### config.mk
export PLATFORM = sky130hd
export DESIGN_NAME = jtpopeye_objdraw
export DESIGN_NICKNAME = d
export VERILOG_FILES = /design/src/rtl/jtpopeye_objdraw.sv
export SDC_FILE = /design/constraint.sdc
export NUM_CORES = 1
export LEC_CHECK = 0
export CORE_MARGIN = 3
export CORE_UTILIZATION = 45
export CTS_CLUSTER_DIAMETER = 60
export DETAILED_ROUTE_END_ITERATION = 6
export PLACE_DENSITY = 0.75
export SYNTH_ARGS = -nofsm -noshare
export SYNTH_HDL_FRONTEND = slang
export SYNTH_SLANG_ARGS = --single-unit
export TNS_END_PERCENT = 10
### constraint.sdc
create_clock -name clk -period 4.9 [get_ports clk]
set_clock_uncertainty 0.05 [all_clocks]
set_input_delay 0.98 -clock clk [delete_from_list [all_inputs] [get_ports clk]]
set_output_delay 0.98 -clock clk [all_outputs]
set_load 0.05 [all_outputs]
### src/rtl/jtpopeye_objdraw.sv
// Object pixel serialiser: 2-deep descriptor queue, ROM row fetch over a cs/ok
// handshake, staging register and a PLANES x PW shifter with flip and palette.
module jtpopeye_objdraw #(
  parameter int unsigned PLANES = 2,
  parameter int unsigned PW     = 16,
  parameter int unsigned CW     = 3,
  parameter int unsigned AW     = 13
) (
  input  logic                 clk,
  input  logic                 rst,
  input  logic                 pxl_cen,
  input  logic                 blank,
  input  logic                 obj_we,
  input  logic [AW-1:0]        obj_addr,
  input  logic [CW-1:0]        obj_pal,
  input  logic                 obj_hflip,
  input  logic                 obj_en,
  output logic                 obj_full,
  output logic                 rom_cs,
  output logic [AW-1:0]        rom_addr,
  input  logic                 rom_ok,
  input  logic [PLANES*PW-1:0] rom_data,
  output logic [PLANES-1:0]    pxl_col,
  output logic [CW-1:0]        pxl_pal,
  output logic                 pxl_vld,
  output logic                 pxl_opaque
);

  localparam int unsigned CNTW = $clog2(PW + 1);
  localparam logic [CNTW-1:0] CNT_ONE  = CNTW'(1);
  localparam logic [CNTW-1:0] CNT_FULL = CNTW'(PW);

  typedef enum logic {ST_IDLE, ST_WAIT} state_t;

  state_t                   state_q, state_d;
  logic                     cs_q, cs_d;
  logic [AW-1:0]            addr_q, addr_d;

  logic [1:0]               qcnt_q, qcnt_d;
  logic                     full_q;
  logic [1:0][AW-1:0]       qa_q;
  logic [1:0][CW-1:0]       qp_q;
  logic [1:0]               qh_q, qe_q;
  logic                     push, pop, widx;

  logic                     stg_vld_q, stg_vld_d;
  logic [PLANES*PW-1:0]     stg_data_q;
  logic [CW-1:0]            stg_pal_q;
  logic                     stg_hflip_q;
  logic                     stg_wr, stg_zero, ld;

  logic [PLANES-1:0][PW-1:0] sh_q, sh_d;
  logic [CW-1:0]            cur_pal_q, cur_pal_d;
  logic                     cur_hflip_q, cur_hflip_d;
  logic [CNTW-1:0]          cnt_q, cnt_d;
  logic [PLANES-1:0]        col_q, col_d;
  logic [CW-1:0]            pal_q, pal_d;
  logic                     vld_q, vld_d;
  logic                     opq_q, opq_d;

  assign push = obj_we && !full_q && !blank;
  // With a pop the head slot shifts down, so the free slot index drops by one.
  assign widx = pop ? qcnt_q[1] : qcnt_q[0];
  assign ld   = pxl_cen && !blank && stg_vld_q && (cnt_q <= CNT_ONE);

  always_comb begin
    state_d  = state_q;
    cs_d     = cs_q;
    addr_d   = addr_q;
    pop      = 1'b0;
    stg_wr   = 1'b0;
    stg_zero = 1'b0;
    case (state_q)
      ST_IDLE: begin
        cs_d = 1'b0;
        if (qcnt_q != 2'd0 && !stg_vld_q) begin
          if (qe_q[0]) begin
            cs_d    = 1'b1;
            addr_d  = qa_q[0];
            state_d = ST_WAIT;
          end else begin
            stg_wr   = 1'b1;
            stg_zero = 1'b1;
            pop      = 1'b1;
          end
        end
      end
      ST_WAIT: begin
        // cs stays high one more edge; IDLE then lowers it.
        if (rom_ok) begin
          stg_wr  = 1'b1;
          pop     = 1'b1;
          state_d = ST_IDLE;
        end
      end
      default: state_d = ST_IDLE;
    endcase
    if (blank) begin
      state_d = ST_IDLE;
      cs_d    = 1'b0;
      pop     = 1'b0;
      stg_wr  = 1'b0;
    end
  end

  always_comb begin
    case ({push, pop})
      2'b10:   qcnt_d = qcnt_q + 2'd1;
      2'b01:   qcnt_d = qcnt_q - 2'd1;
      default: qcnt_d = qcnt_q;
    endcase
    if (blank) qcnt_d = '0;

    if (blank)       stg_vld_d = 1'b0;
    else if (stg_wr) stg_vld_d = 1'b1;
    else if (ld)     stg_vld_d = 1'b0;
    else             stg_vld_d = stg_vld_q;
  end

  always_comb begin
    sh_d        = sh_q;
    cur_pal_d   = cur_pal_q;
    cur_hflip_d = cur_hflip_q;
    cnt_d       = cnt_q;
    col_d       = col_q;
    pal_d       = pal_q;
    vld_d       = vld_q;
    if (blank) begin
      cnt_d = '0;
      if (pxl_cen) begin
        col_d = '0;
        vld_d = 1'b0;
      end
    end else if (pxl_cen) begin
      if (cnt_q != '0) begin
        for (int unsigned p = 0; p < PLANES; p++) begin
          col_d[p] = cur_hflip_q ? sh_q[p][PW-1] : sh_q[p][0];
          sh_d[p]  = cur_hflip_q ? (sh_q[p] << 1) : (sh_q[p] >> 1);
        end
        pal_d = cur_pal_q;
        vld_d = 1'b1;
        cnt_d = cnt_q - CNT_ONE;
      end else begin
        col_d = '0;
        vld_d = 1'b0;
      end
      if (ld) begin
        for (int unsigned p = 0; p < PLANES; p++)
          sh_d[p] = stg_data_q[p*PW +: PW];
        cnt_d       = CNT_FULL;
        cur_pal_d   = stg_pal_q;
        cur_hflip_d = stg_hflip_q;
      end
    end
    opq_d = vld_d && (|col_d);
  end

  always_ff @(posedge clk or posedge rst) begin
    if (rst) begin
      state_q     <= ST_IDLE;
      cs_q        <= 1'b0;
      addr_q      <= '0;
      qcnt_q      <= '0;
      full_q      <= 1'b0;
      qa_q        <= '0;
      qp_q        <= '0;
      qh_q        <= '0;
      qe_q        <= '0;
      stg_vld_q   <= 1'b0;
      stg_data_q  <= '0;
      stg_pal_q   <= '0;
      stg_hflip_q <= 1'b0;
      sh_q        <= '0;
      cur_pal_q   <= '0;
      cur_hflip_q <= 1'b0;
      cnt_q       <= '0;
      col_q       <= '0;
      pal_q       <= '0;
      vld_q       <= 1'b0;
      opq_q       <= 1'b0;
    end else begin
      state_q <= state_d;
      cs_q    <= cs_d;
      addr_q  <= addr_d;
      qcnt_q  <= qcnt_d;
      full_q  <= (qcnt_d == 2'd2);
      if (pop) begin
        qa_q[0] <= qa_q[1];
        qp_q[0] <= qp_q[1];
        qh_q[0] <= qh_q[1];
        qe_q[0] <= qe_q[1];
      end
      if (push) begin
        qa_q[widx] <= obj_addr;
        qp_q[widx] <= obj_pal;
        qh_q[widx] <= obj_hflip;
        qe_q[widx] <= obj_en;
      end
      stg_vld_q <= stg_vld_d;
      if (stg_wr) begin
        stg_data_q  <= stg_zero ? '0 : rom_data;
        stg_pal_q   <= qp_q[0];
        stg_hflip_q <= qh_q[0];
      end
      sh_q        <= sh_d;
      cur_pal_q   <= cur_pal_d;
      cur_hflip_q <= cur_hflip_d;
      cnt_q       <= cnt_d;
      col_q       <= col_d;
      pal_q       <= pal_d;
      vld_q       <= vld_d;
      opq_q       <= opq_d;
    end
  end

  assign obj_full   = full_q;
  assign rom_cs     = cs_q;
  assign rom_addr   = addr_q;
  assign pxl_col    = col_q;
  assign pxl_pal    = pal_q;
  assign pxl_vld    = vld_q;
  assign pxl_opaque = opq_q;

endmodule
Word level (Yosys, flattened, before mapping)
Index checks and enable logic that the tools add are counted.
{"block": "op_classes", "eq_ne": 4, "bitwise_logic": 2, "addsub": 3, "magnitude_cmp": 3, "reduce_logical": 23, "mux": 56}
{"operator": "32-bit 2-to-1 mux", "n": 3}
{"operator": "13-bit 2-to-1 mux", "n": 3}
{"operator": "16-bit 2-to-1 mux", "n": 2}
{"operator": "26-bit bitwise mux", "n": 1}
{"operator": "1-bit 2-to-1 mux", "n": 26}
{"operator": "5-bit 2-to-1 mux", "n": 4}
{"operator": "13-bit demux with 1-bit select", "n": 1}
{"operator": "3-bit AND reduction", "n": 4}
{"operator": "2-bit 2-to-1 mux", "n": 5}
{"operator": "3-bit 2-to-1 mux", "n": 3}
{"operator": "1-bit logical AND", "n": 8}
{"operator": "6-bit bitwise mux", "n": 1}
{"operator": "2-bit nonzero test", "n": 3}
{"operator": "3-bit nonzero test", "n": 2}
{"operator": "5-bit by 1-bit less-or-equal comparator with 1-bit output (second input constant)", "n": 1}
{"operator": "5-bit nonzero test", "n": 1}
{"operator": "5-bit by 1-bit subtractor with 5-bit output (second input constant)", "n": 1}
{"operator": "2-bit bitwise mux", "n": 2}
{"operator": "2-bit equality test (second input constant)", "n": 2}
{"operator": "1-bit one-hot mux with 2 select lines", "n": 2}
{"operator": "2-bit one-hot mux with 2 select lines", "n": 1}
{"operator": "3-bit demux with 1-bit select", "n": 1}
{"operator": "1-bit logical NOT", "n": 3}
{"operator": "2-bit by 1-bit adder with 2-bit output (second input constant)", "n": 1}
{"operator": "other kinds (9)", "n": 10}
{"block": "word_totals", "reg_bits": 139, "out_inout_bits": 22, "elab_cells": 117}

Depth between registers and ports, before layout
{"block": "depth", "word_depth": 12, "ltp_mapped": 10}

Worst setup path after synthesis
No wires, ideal clock.
{"block": "synth_path", "path_type": "input -> register", "startpoint": "input blank", "endpoint": "register full_q, in the netlist obj_full", "arrival_time_ps": 2555, "setup_ps": 136, "stages": 9, "setup_slack_ps": 2159, "path_cell_list": "or3_1 > o22a_1 > buf_6 > inv_8 > clkbuf_1 > ha_1 > nor2_1 > xnor2_1 > nor3_1"}
{"block": "synth_via", "elab_chain_cells": 6, "elab_cells_between_ends": 8}
{"item": "from (decl)", "line_no": "12", "rtl": "input logic blank,"}
{"item": "1-bit logical NOT", "line_no": "61", "rtl": "assign push = obj_we && !full_q && !blank;"}
{"item": "1-bit logical AND", "line_no": "61"}
{"item": "2-bit by 1-bit equality test with 1-bit output or 2-bit equality test (tied branches)", "line_no": "107", "rtl": "case ({push, pop})"}
{"item": "2-bit one-hot mux with 2 select lines", "line_no": "107"}
{"item": "2-bit 2-to-1 mux (*)", "line_no": "112", "rtl": "if (blank) qcnt_d = '0;"}
{"item": "2-bit equality test (*)", "line_no": "186", "rtl": "full_q <= (qcnt_d == 2'd2);"}
{"item": "to (signal assigned)", "line_no": "186"}
{"item": "to (decl)", "line_no": "40", "rtl": "logic full_q;"}
Every way passes the cells marked *; elsewhere a longest branch is shown, timed or not.
A chain may end at the register's enable or synchronous reset.

Final worst setup path
{"block": "layout_path", "startpoint": "input blank", "endpoint": "register qa_q[12] in the netlist's numbering"}
{"block": "layout_via", "elab_chain_cells": 8, "elab_cells_between_ends": 12}
{"item": "1-bit 2-to-1 mux", "line_no": "98", "rtl": "if (blank) begin"}
{"item": "1-bit 2-to-1 mux", "line_no": "63", "rtl": "assign widx = pop ? qcnt_q[1] : qcnt_q[0];"}
{"item": "1-bit by 2-bit less-than comparator with 1-bit output (not written as such) or 1-bit >= comparator (tied branches)", "line_no": "194", "rtl": "qa_q[widx] <= obj_addr;"}
{"item": "1-bit logical AND (not written as such)", "line_no": "194"}
{"item": "13-bit 2-to-1 mux (not written as such)", "line_no": "194"}
{"item": "13-bit demux with 1-bit select", "line_no": "194"}
{"item": "26-bit bitwise mux", "line_no": "194"}
{"item": "13-bit 2-to-1 mux (*)", "line_no": "193", "rtl": "if (push) begin"}
{"item": "to (signal, indexed assignment)", "line_no": "194"}
{"item": "to (decl)", "line_no": "41", "rtl": "logic [1:0][AW-1:0] qa_q;"}
Marks and branches as above.

==> run metrics <==
status=finished clean; Avg Inst Size Synth=12.4 um^2; die span in y=127 um; routed length per instance=16.5 um; CP max FO=~40; RSZ-0062 raised after global routing=false; Setup Crit Path Kind=input port to flop; CTS Buf Count=17; NumNets Final=658; DR vias=about 4200; Post-synth EDFFs=0; period utilization=roughly 72%; Slew HR=19.0%; remaining antenna violation count after routing=0; hold_buf cts=0; GRT Overall Usage=roughly 17%; CTS H-tree depth=4; Mapped Nets=586; register bit total from synthesis=139; DRC=0; Max Cap Viol=0; top cell type by total area after synthesis=dfrtp_1; Power Total=around 5 mW; Max clock buf depth=2; RePlAce Congestion=between 0.7 and 0.8; Ys Warns=0; share of layout cells above drive strength 1=32.8%; Area growth syn-to-layout=21.7%; Post-synth ARST share=100%; post-DP HPWL=8520 um; Synth Area in Simple Gates=10.1%; Lkg Pwr=3.80 nW; post-synth top area share=roughly 53%; Post-Syn Area=6540 um^2; core footprint=14000 um^2; Vias/cell=5.26; top post-synthesis cells by area=dfrtp_1 53%, mux2_2 24%, nand2_1 5.1%; DIE AREA=around 16000 um^2; Max Slew Vio Count=0; upper clock frequency limit=0.283 GHz; Most used DFF post-synth=dfrtp_1; final WL=roughly 13000 um; initial antenna violation count=0; 1st-pass router iterations=4; clock-pin slew on the worst setup and hold paths=0.06 ns; Synth Area in Adders=less than 1%; Cells after Synth=526; Synth Area in XOR/XNOR=less than 1%; Filler cells=1135; mux cell area share after synthesis=30.2%; port bufs=77; vias in the first global route=4539; Worst Setup End Kind=flop; final hold vios=0; min Tclk post-route=3.53 ns; Synth Area in Compound Gates=between 1.5 and 2%; worst vdd ir=0.388 mV; slew at the pin closest to its max-slew limit=1.21 ns; largest net degree at the start of global routing=89; # diodes=0; Synth cell types=40; number of gates resized after CTS=0; Initial DRC Count=157; worst hold path class=flop to flop; IO Pins=78; setup TNS=0 ns; initial core utilization=46.5%; placement row count=43; Cell Pwr Density=634 nW/um^2; register area share after synthesis=53.2%; number of setup buffers added after CTS=0; clock root buffer=clkbuf_16; CTS tree=yes; Worst EP arrival=3.79 ns; crit path launch type=input port; Clock Sinks=139; largest family of logic cells by synthesized area=multiplexers; GRT overflow=0; Critical Path RT=5.16 ns; die width=127 um; Clock Latency Late Sink=0.43 ns; Final setup viols=0; global-route wire length before repair=22200 um
## placed cells by master, fill, tap and decap left out, drive strengths merged, types with 5 or more instances in the layout
cell / instances
buf: 6
clkbuf: 23
clkdlybuf4s50: 77
clkinv: 5
dfrtp: 139
inv: 10
mux2: 162
mux2i: 6
nand2: 88
nand3: 34
nor2: 14
nor3: 6
## power breakdown
part / switching, mW / leakage [nW] / total (mW) / internal (mW)
clock: 0.464 / 0.243 / 1.11 / 0.650
combinational: 0.970 / 1.76 / 1.96 / 0.986
sequential: 0.323 / 1.79 / 1.97 / 1.65
## worst max-delay path, cell delays in order
cell and delay [ns]:
clkdlybuf4s50_1 0.67, or3_1 0.43, o22a_2 0.28, inv_8 0.21
mux2i_4 0.80, mux2_2 0.42
## cell families (layout without fill, tap and decap cells)
family | after synthesis | in the layout
and+or+nand+nor | 153 | 153
AOI/OAI and AO/OA | 17 | 17
buffers and inverters | 40 | 124
adders and majority gates | 4 | 4
xor gates and xnor gates | 5 | 5
DFF | 139 | 139
muxes | 168 | 168
## layer usage
layer	track usage (%)	part of all wire (%)
met1	20.8	44
met2	28.1	48
met3	6.65	6.0
met4	6.25	1.5
met5	0	0
## registers in the layout, summed over array words and instances, names as in the netlist, 3 cells and up
register    flops
qa_q           26
sh_q           32
cnt_q           5
cur_pal_q       3
stg_pal_q       3
qp_q            6
stg_data_q     32
rom_addr       13
pxl_pal         3
## path summary, 6_finish.rpt
path	endpoint	slack, ns	from	cells after the start
worst max-delay path	qa_q[12]	1.37	blank	6
worst max register to register	qa_q[12]	2.22	state_q	5
worst min register to register	stg_hflip_q	0.41	stg_hflip_q	2
worst min-delay path	stg_hflip_q	0.41	stg_hflip_q	2
max in group asynchronous	qcnt_q[0]	2.88	rst	3
min in group asynchronous	rom_addr[6]	1.03	rst	2
## through the flow
step	hold slack, ns	area, um^2	instances	utilization (%)	setup WS [ns]
floorplan	0.383	6540	526	-	0.145
global route	0.438	7960	790	56.7	1.24
CTS	0.415	7960	790	56.7	1.35
detailed placement	0.402	7450	759	53.1	0.888
finish	0.411	7960	790	56.7	1.37
global placement	0.395	7450	759	53.1	0.992
## synthesized netlist by cell type, drive strengths merged, types with 2 or more instances
master   number
inv          10
mux2i         6
xor2          2
nor2b         4
nand2        88
mux2        162
or3           2
ha            4
o21ai         3
nor2         14
clkbuf       14
a21oi         3
o2bb2ai       2
xnor2         3
buf          16
dfrtp       139
nor3          6
nand3        34
## cell type report
type / instances / area [um^2] / area share (%)
clock buffer: 23 / 458 / 5.76
timing repair buffer: 83 / 816 / 10.3
sequential: 139 / 3480 / 43.7
multi-input combinational: 347 / 2880 / 36.2
inverter: 10 / 50.0 / 0.629
tap: 180 / 225 / 2.83
clock inverter: 8 / 47.5 / 0.598
(Power assumes the default switching activity.)
